File: config.mk
export PLATFORM = sky130hd
export DESIGN_NAME = ocp_bus_arbiter
export DESIGN_NICKNAME = d
export VERILOG_FILES = /design/src/rtl/ocp_bus_arbiter.sv
export SDC_FILE = /design/constraint.sdc
export NUM_CORES = 1
export LEC_CHECK = 0
export BUFFER_PORTS_ARGS = -buffer_cell sky130_fd_sc_hd__buf_4
export CAP_MARGIN = 20
export CORE_ASPECT_RATIO = 1.2
export CORE_UTILIZATION = 43
export CTS_CLUSTER_DIAMETER = 120
export CTS_CLUSTER_SIZE = 20
export DETAILED_ROUTE_END_ITERATION = 8
export HOLD_SLACK_MARGIN = 0.02
export PLACE_DENSITY = 0.8
export SLEW_MARGIN = 20
export SYNTH_ARGS = -nofsm -noshare
export SYNTH_HDL_FRONTEND = slang
export SYNTH_SLANG_ARGS = --single-unit
File: constraint.sdc
create_clock -name clk -period 1.84 [get_ports clk]
set_input_delay 0 -clock clk [delete_from_list [all_inputs] [get_ports clk]]
set_output_delay 0 -clock clk [all_outputs]
set_load 0.02 [all_outputs]
File: src/rtl/ocp_bus_arbiter.sv
// ocp_bus_arbiter: round-robin arbiter sharing one OCP target between two masters
module ocp_bus_arbiter #(
   parameter int AW      = 8,
   parameter int DW      = 8,
   parameter int TIMEOUT = 1024
) (
   input  logic          clk,
   input  logic          reset,
   input  logic [2:0]    m0_MCmd,
   input  logic [AW-1:0] m0_MAddr,
   input  logic [DW-1:0] m0_MData,
   output logic          m0_SCmdAccept,
   output logic [DW-1:0] m0_SData,
   output logic [1:0]    m0_SResp,
   input  logic [2:0]    m1_MCmd,
   input  logic [AW-1:0] m1_MAddr,
   input  logic [DW-1:0] m1_MData,
   output logic          m1_SCmdAccept,
   output logic [DW-1:0] m1_SData,
   output logic [1:0]    m1_SResp,
   output logic [2:0]    s_MCmd,
   output logic [AW-1:0] s_MAddr,
   output logic [DW-1:0] s_MData,
   input  logic          s_SCmdAccept,
   input  logic [DW-1:0] s_SData,
   input  logic [1:0]    s_SResp,
   output logic          busy
);
   typedef enum logic [1:0] {IDLE, GRANT, WAIT_RESP} state_t;
   localparam logic [15:0] TLAST = 16'(TIMEOUT - 1);
   state_t        state, state_nx;
   logic          owner, owner_nx, last_grant, last_grant_nx, accept;
   logic [15:0]   timer, timer_nx;
   logic [1:0]    resp_nx;
   logic [DW-1:0] data_nx;
   logic [2:0]    cmd;
   logic [AW-1:0] addr;
   logic [DW-1:0] data;
   logic          legal;
   assign cmd           = owner ? m1_MCmd : m0_MCmd;
   assign addr          = owner ? m1_MAddr : m0_MAddr;
   assign data          = owner ? m1_MData : m0_MData;
   assign legal         = (cmd == 3'b001) || (cmd == 3'b010);
   assign m0_SCmdAccept = accept & ~owner;
   assign m1_SCmdAccept = accept & owner;
   assign busy          = state != IDLE;
   // next-state, target-side drive and response selection
   always_comb begin
      state_nx      = state;
      owner_nx      = owner;
      last_grant_nx = last_grant;
      timer_nx      = timer;
      accept        = 1'b0;
      resp_nx       = 2'b00;
      data_nx       = '0;
      s_MCmd        = 3'b000;
      s_MAddr       = '0;
      s_MData       = '0;
      case (state)
         IDLE: if (|m0_MCmd || |m1_MCmd) begin
            owner_nx = |m1_MCmd && (~|m0_MCmd || !last_grant);
            state_nx = GRANT;
         end
         GRANT: begin
            s_MCmd  = legal ? cmd : 3'b000;
            s_MAddr = addr;
            s_MData = data;
            if (cmd == 3'b000) state_nx = IDLE;
            else if (!legal) begin
               accept        = 1'b1;
               last_grant_nx = owner;
               state_nx      = IDLE;
            end else if (s_SCmdAccept) begin
               accept        = 1'b1;
               last_grant_nx = owner;
               timer_nx      = '0;
               state_nx      = (cmd == 3'b010) ? WAIT_RESP : IDLE;
            end
         end
         WAIT_RESP: begin
            timer_nx = timer + 16'd1;
            if (s_SResp != 2'b00) begin
               resp_nx  = s_SResp;
               data_nx  = s_SData;
               state_nx = IDLE;
            end else if (timer == TLAST) begin
               resp_nx  = 2'b11;
               state_nx = IDLE;
            end
         end
         default: state_nx = IDLE;
      endcase
   end
   // state, arbitration history and one-cycle registered responses to the owner
   always_ff @(posedge clk or posedge reset) begin
      if (reset) begin
         state      <= IDLE;
         owner      <= 1'b0;
         last_grant <= 1'b1;
         timer      <= '0;
         m0_SResp   <= 2'b00;
         m0_SData   <= '0;
         m1_SResp   <= 2'b00;
         m1_SData   <= '0;
      end else begin
         state      <= state_nx;
         owner      <= owner_nx;
         last_grant <= last_grant_nx;
         timer      <= timer_nx;
         m0_SResp   <= owner ? 2'b00 : resp_nx;
         m0_SData   <= owner ? '0 : data_nx;
         m1_SResp   <= owner ? resp_nx : 2'b00;
         m1_SData   <= owner ? data_nx : '0;
      end
   end
endmodule
## After elaboration in Yosys (flattened, before gate mapping)

Index checks and enable logic that the tools add are counted.

- Bits of input ports: 51
- Word-level logic and storage cells: 76
- Output and inout port bits: 42
- Flip-flop bits (word level): 40

- Mux-type cells: 34
- Bitwise gates (word level): 4
- Reduce and logical (&&, ||, !) cells: 17
- $add $sub $neg: 1
- Equal/unequal tests: 12

Operators by type and width:

| operator | number |
|---|---|
| 8-bit 2-to-1 mux | 8 |
| 16-bit 2-to-1 mux | 3 |
| 16-bit one-hot mux with 2 select lines | 1 |
| 2-bit 2-to-1 mux | 12 |
| 16-bit by 1-bit adder with 16-bit output (second input constant) | 1 |
| 16-bit by 10-bit equality test with 1-bit output (second input constant) | 1 |
| 2-bit != test (second input constant) | 5 |
| 3-bit 2-to-1 mux | 3 |
| 1-bit 2-to-1 mux | 6 |
| 2-bit one-hot mux with 3 select lines | 1 |
| 3-bit AND reduction | 2 |
| 2-bit nonzero test | 3 |
| 3-bit OR reduction | 2 |
| 4-bit != test (second input constant) | 1 |
| 4-bit AND reduction | 1 |
| 3-bit by 1-bit equality test with 1-bit output (second input constant) | 1 |
| 3-bit by 2-bit equality test with 1-bit output (second input constant) | 1 |
| 3-bit zero test | 1 |
| 1-bit logical OR | 3 |
| 3-bit != test (second input constant) | 1 |
| 1-bit AND | 2 |
| 2-bit by 1-bit equality test with 1-bit output (second input constant) | 1 |
| 2-bit equality test (second input constant) | 1 |
| 1-bit zero test | 2 |
| other kinds (4) | 5 |

## Depth between registers and ports, before layout

- Depth after elaboration: 7
- Depth in mapped cells: 6
- Mapped depth without buffers: 6

## Least setup slack after synthesis

Ideal clock, no wire load.

- Path type: register to register
- Start point: reg owner
- End point: reg timer[13]
- Setup slack: 0.078 ns
- Stages on the path, launching flop included: 6
- Arrival: 1.636 ns
- Path buffers: 0
- Clock period less this slack: 1.762 ns
- Cells stage by stage: dfrtp_1 > nor4b_1 > a31oi_1 > a211oi_2 > nor2_2 > a221o_1

- Cells in the longest elaborated chain, start to end: 5
- Elaborated cells on any way between the ends: 8

Ends and longest elaborated chain:

| what | line | text |
|---|---|---|
| from (decl) | 32 | `logic owner, owner_nx, last_grant, last_grant_nx, accept;` |
| from (signal assigned) | 107 | `owner <= owner_nx;` |
| 3-bit 2-to-1 mux (*) | 40 | `assign cmd = owner ? m1_MCmd : m0_MCmd;` |
| 3-bit by 1-bit equality test with 1-bit output or 3-bit by 2-bit equality test with 1-bit output (tied branches) | 43 | `assign legal = (cmd == 3'b001) \|\| (cmd == 3'b010);` |
| 1-bit logical OR | 43 |  |
| 2-bit != test (no source line) | n/a |  |
| 4-bit AND reduction (no source line) (*) | n/a |  |
| to (signal assigned) | 109 | `timer <= timer_nx;` |
| to (decl) | 33 | `logic [15:0] timer, timer_nx;` |

Every way passes the cells marked *; elsewhere a longest branch is shown, timed or not.
A chain may end at the register's enable or synchronous reset.

## Final worst setup path

- Start point: reg owner
- End point: out m1_SCmdAccept

- Cells in the longest elaborated chain, start to end: 7
- Elaborated cells on any way between the ends: 9

Ends and longest elaborated chain:

| what | line | text |
|---|---|---|
| 3-bit 2-to-1 mux | 40 |  |
| 3-bit by 1-bit equality test with 1-bit output or 3-bit by 2-bit equality test with 1-bit output (tied branches) | 43 |  |
| 1-bit logical OR | 43 |  |
| 1-bit 2-to-1 mux | 69 | `else if (!legal) begin` |
| 1-bit 2-to-1 mux | 68 | `if (cmd == 3'b000) state_nx = IDLE;` |
| 1-bit 2-to-1 mux | 59 | `case (state)` |
| 1-bit AND (*) | 45 | `assign m1_SCmdAccept = accept & owner;` |
| to (decl) | 18 | `output logic m1_SCmdAccept,` |

Marked as above.

==> results.md <==
* Netlist Area Pre-Place at 2180 um2
* H-tree level count at 2
* Die height at 79.99 um
* Fin. max-slew vios at 0
* Detailed Route Iter0 Violations at 91
* DRC viols at 0
* Peak VDD IR at 0.6952 mV
* Synth cell count leaders: dfrtp_1, nor2_1, and2_1, mux2i_1, nor3_1
* Clock sinks at 40
* WL/cell at 13.43 um
* Clock-pin slew on the worst setup and hold paths at 0.08 ns
* Leakage at 1.623 nW
* Clock root cell: clkbuf_8
* Synth Register Bits at 40
* Synth-to-layout area growth at 48.16%
* Final Util at 65.84%
* IO Pins at 93
* Worst path required time at 1.84 ns
* Simple-gate portion of the synthesized area at 24.51%
* Max Fclk at 550.1 MHz
* Global routing's busiest layer: met2
* Vias in the first global route at 1912
* Post-synthesis net count at 266
* Met3 usage at 4.286%
* Final setup viols at 0
* Num CTS Buffers at 5
* Vias/cell at 5.165
* Clock Latency Late Sink at 0.29 ns
* Final Hold Violating Endpoints at 0
* Synth warn at 0
* Final antenna-violating net count at 0
* Antenna violations before repair at 0
* WP data arrival at 1.82 ns
* Port Buffer Count at 91
* Die Span X at 66.99 um
* Routed wire length at 5.211 mm
* Area of the die at 5359 um2
* Cell taking the most area after synthesis: dfrtp_1
* Complex-gate fraction of the synthesized area at 13.66%
* Max FO, Critical Path at 5
* Final min period at 1.818 ns
* Drt first pass iters at 7
* Setup TNS at 0 ns
* Nets at 379
* CP endpoint kind: output port
* Syn Inst Count at 214
* Top-area cell type share of the netlist area at 44.78%
* Core Region at 4905 um2
* Deepest clock path buffer count at 2
* Largest net degree at the start of global routing at 41
* GPL Wtd Cong at 0.8389
* Inst Count DP at 369
* Skew final at 0.008383 ns
* Worst Hold Class: input port to flip-flop
* Run status: finished, final reports clean
* R2r setup slk at 0.03 ns
* GRT met2 Usage at 39.29%
* Final std cells w/o fill at 388
* Asr flop ratio synth at 100.0%
* Row count at 28
* Post-synth EDFFs at 0
* Post-Synth Adder-Cell Area at 0.5741%
* Largest family of logic cells by synthesized area: simple AND/OR/NAND/NOR gates
* Post-CTS Setup Bufs at 0
* Sequential area share after synthesis at 45.98%
* Synth Area per Inst at 10.19 um2
* Congestion Overflow GR at 0
* Synth Flop Type: dfrtp_1
* Diode count at 0
* Synth top area cells: dfrtp_1, mux2i_1, and2_1
* Period utilization at 98.80%
* M1 GR Usage at 21.42%
* Initial Utilization at 44.44%
* Via Count at 2004
* Most common cell in the netlist: dfrtp_1
* RSZ-0062 raised after global routing: true
* Max-cap violations at 0
* Setup CP Type: flip-flop to output port
* CTS tree: done
* All-Layer GR Usage at 20.63%
* HPWL Detailed at 3.940 mm
* First-pass GRT wire length at 8.190 mm
* Mux share of post-synthesis cell area at 9.357%
* PwrDens at 1087 nW/um2
* Layout cells sized above 1 at 42.07%
* XOR/XNOR Fraction of Synth Area at 1.607%
* Critical Path Start Type: flip-flop
* Cell variety after synth at 52
==> kinds of logic after synthesis <==
kind of cell,after synthesis
AND/OR/NAND/NOR,101
flip-flops,40
XOR/XNOR,4
adder cells (fa/ha/maj),1
buffers and inverters,14
multiplexers,19
other,1
AO/OA/AOI/OAI,34
==> metal layers <==
layer  vias up  wire (um)
met5         -          0
met4         0         64
met3         7        324
met2        90       2810
met1       933       2012
li1        974          -
==> cell type report <==
type,count,area (um2)
fillers,419,1675
flip-flops and latches,40,1003
clock buffers,6,82.58
multi-input cells,160,1132
well taps,60,75.07
repair buffers,116,910.9
clock inverters,2,10.01
inverters,4,15.01
==> worst paths after layout <==
kind	start	end	cells past startpoint
max reg2reg	owner$_DFFE_PP0P_	timer[12]$_DFFE_PP0P_	6
min	s_SResp[1]	m1_SResp[1]$_DFF_PP0_	4
min reg2reg	state[1]$_DFFE_PP0P_	state[0]$_DFFE_PP0P_	1
max in group asynchronous	reset	owner$_DFFE_PP0P_	4
min in group asynchronous	reset	timer[5]$_DFFE_PP0P_	4
max	owner$_DFFE_PP0P_	m1_SCmdAccept	5
==> timing repair <==
action                                  CTS  global route
hold buffers                             11             0
pin swaps                                 1             7
endpoints found under the setup margin    3            15
gates resized for setup                   2             7
hold endpoints to repair                 58             0
==> placed cells by master, fill, tap and decap left out, types with 2 or more instances in the layout <==
cell type and n:
a31oi_1 2, clkbuf_8 6, dfrtp_1 38, mux2i_1 17, a311oi_1 2, nor3_1 14, nand3_1 6, and2_1 20
inv_1 4, nand4_1 3, o21ai_0 4, a21oi_1 4, dlygate4sd3_1 11, a21oi_2 5, xor2_1 3, a221o_1 2
and3_1 4, nor2b_1 2, a211o_1 2, buf_4 104, o21a_1 2, nor2_1 30, clkinv_2 2, a31oi_4 3
nand2_1 8
==> power by group <==
part | leakage [nW] | internal, mW | switching [mW] | total [mW]
logic | 1.03 | 0.811 | 0.920 | 1.73
registers | 0.543 | 1.02 | 0.163 | 1.19
clock network | 0.0510 | 0.299 | 0.293 | 0.592
==> critical path, cell delays in order, from the launching register on <==
cell      delay [ns]
dfrtp_2         0.42
or3b_4          0.42
o221ai_4        0.24
a21oi_2         0.12
and2_1          0.17
buf_4           0.15
==> per-stage QoR <==
stage / hold slack (ns) / setup slack, ns / power [mW] / area (um2)
final: 0.08041 / 0.02209 / 3.510 / 3229
after global routing: 0.1137 / -0.04055 / 3.702 / 3229
after CTS: 0.08124 / 0.01985 / 3.501 / 3191
after detailed placement: 0.1573 / 0.02660 / 2.878 / 2980
after global placement: 0.1543 / 0.09861 / 2.847 / 2980
after floorplan: 0.1286 / 0.07802 / 2.287 / 2180
==> registers in the layout, indices dropped and copies added, names as in the netlist <==
name        cells
timer          16
m0_SData        8
m1_SData        8
m0_SResp        2
m1_SResp        2
state           2
last_grant      1
owner           1
No activity file was read; power rests on OpenSTA's default activity.
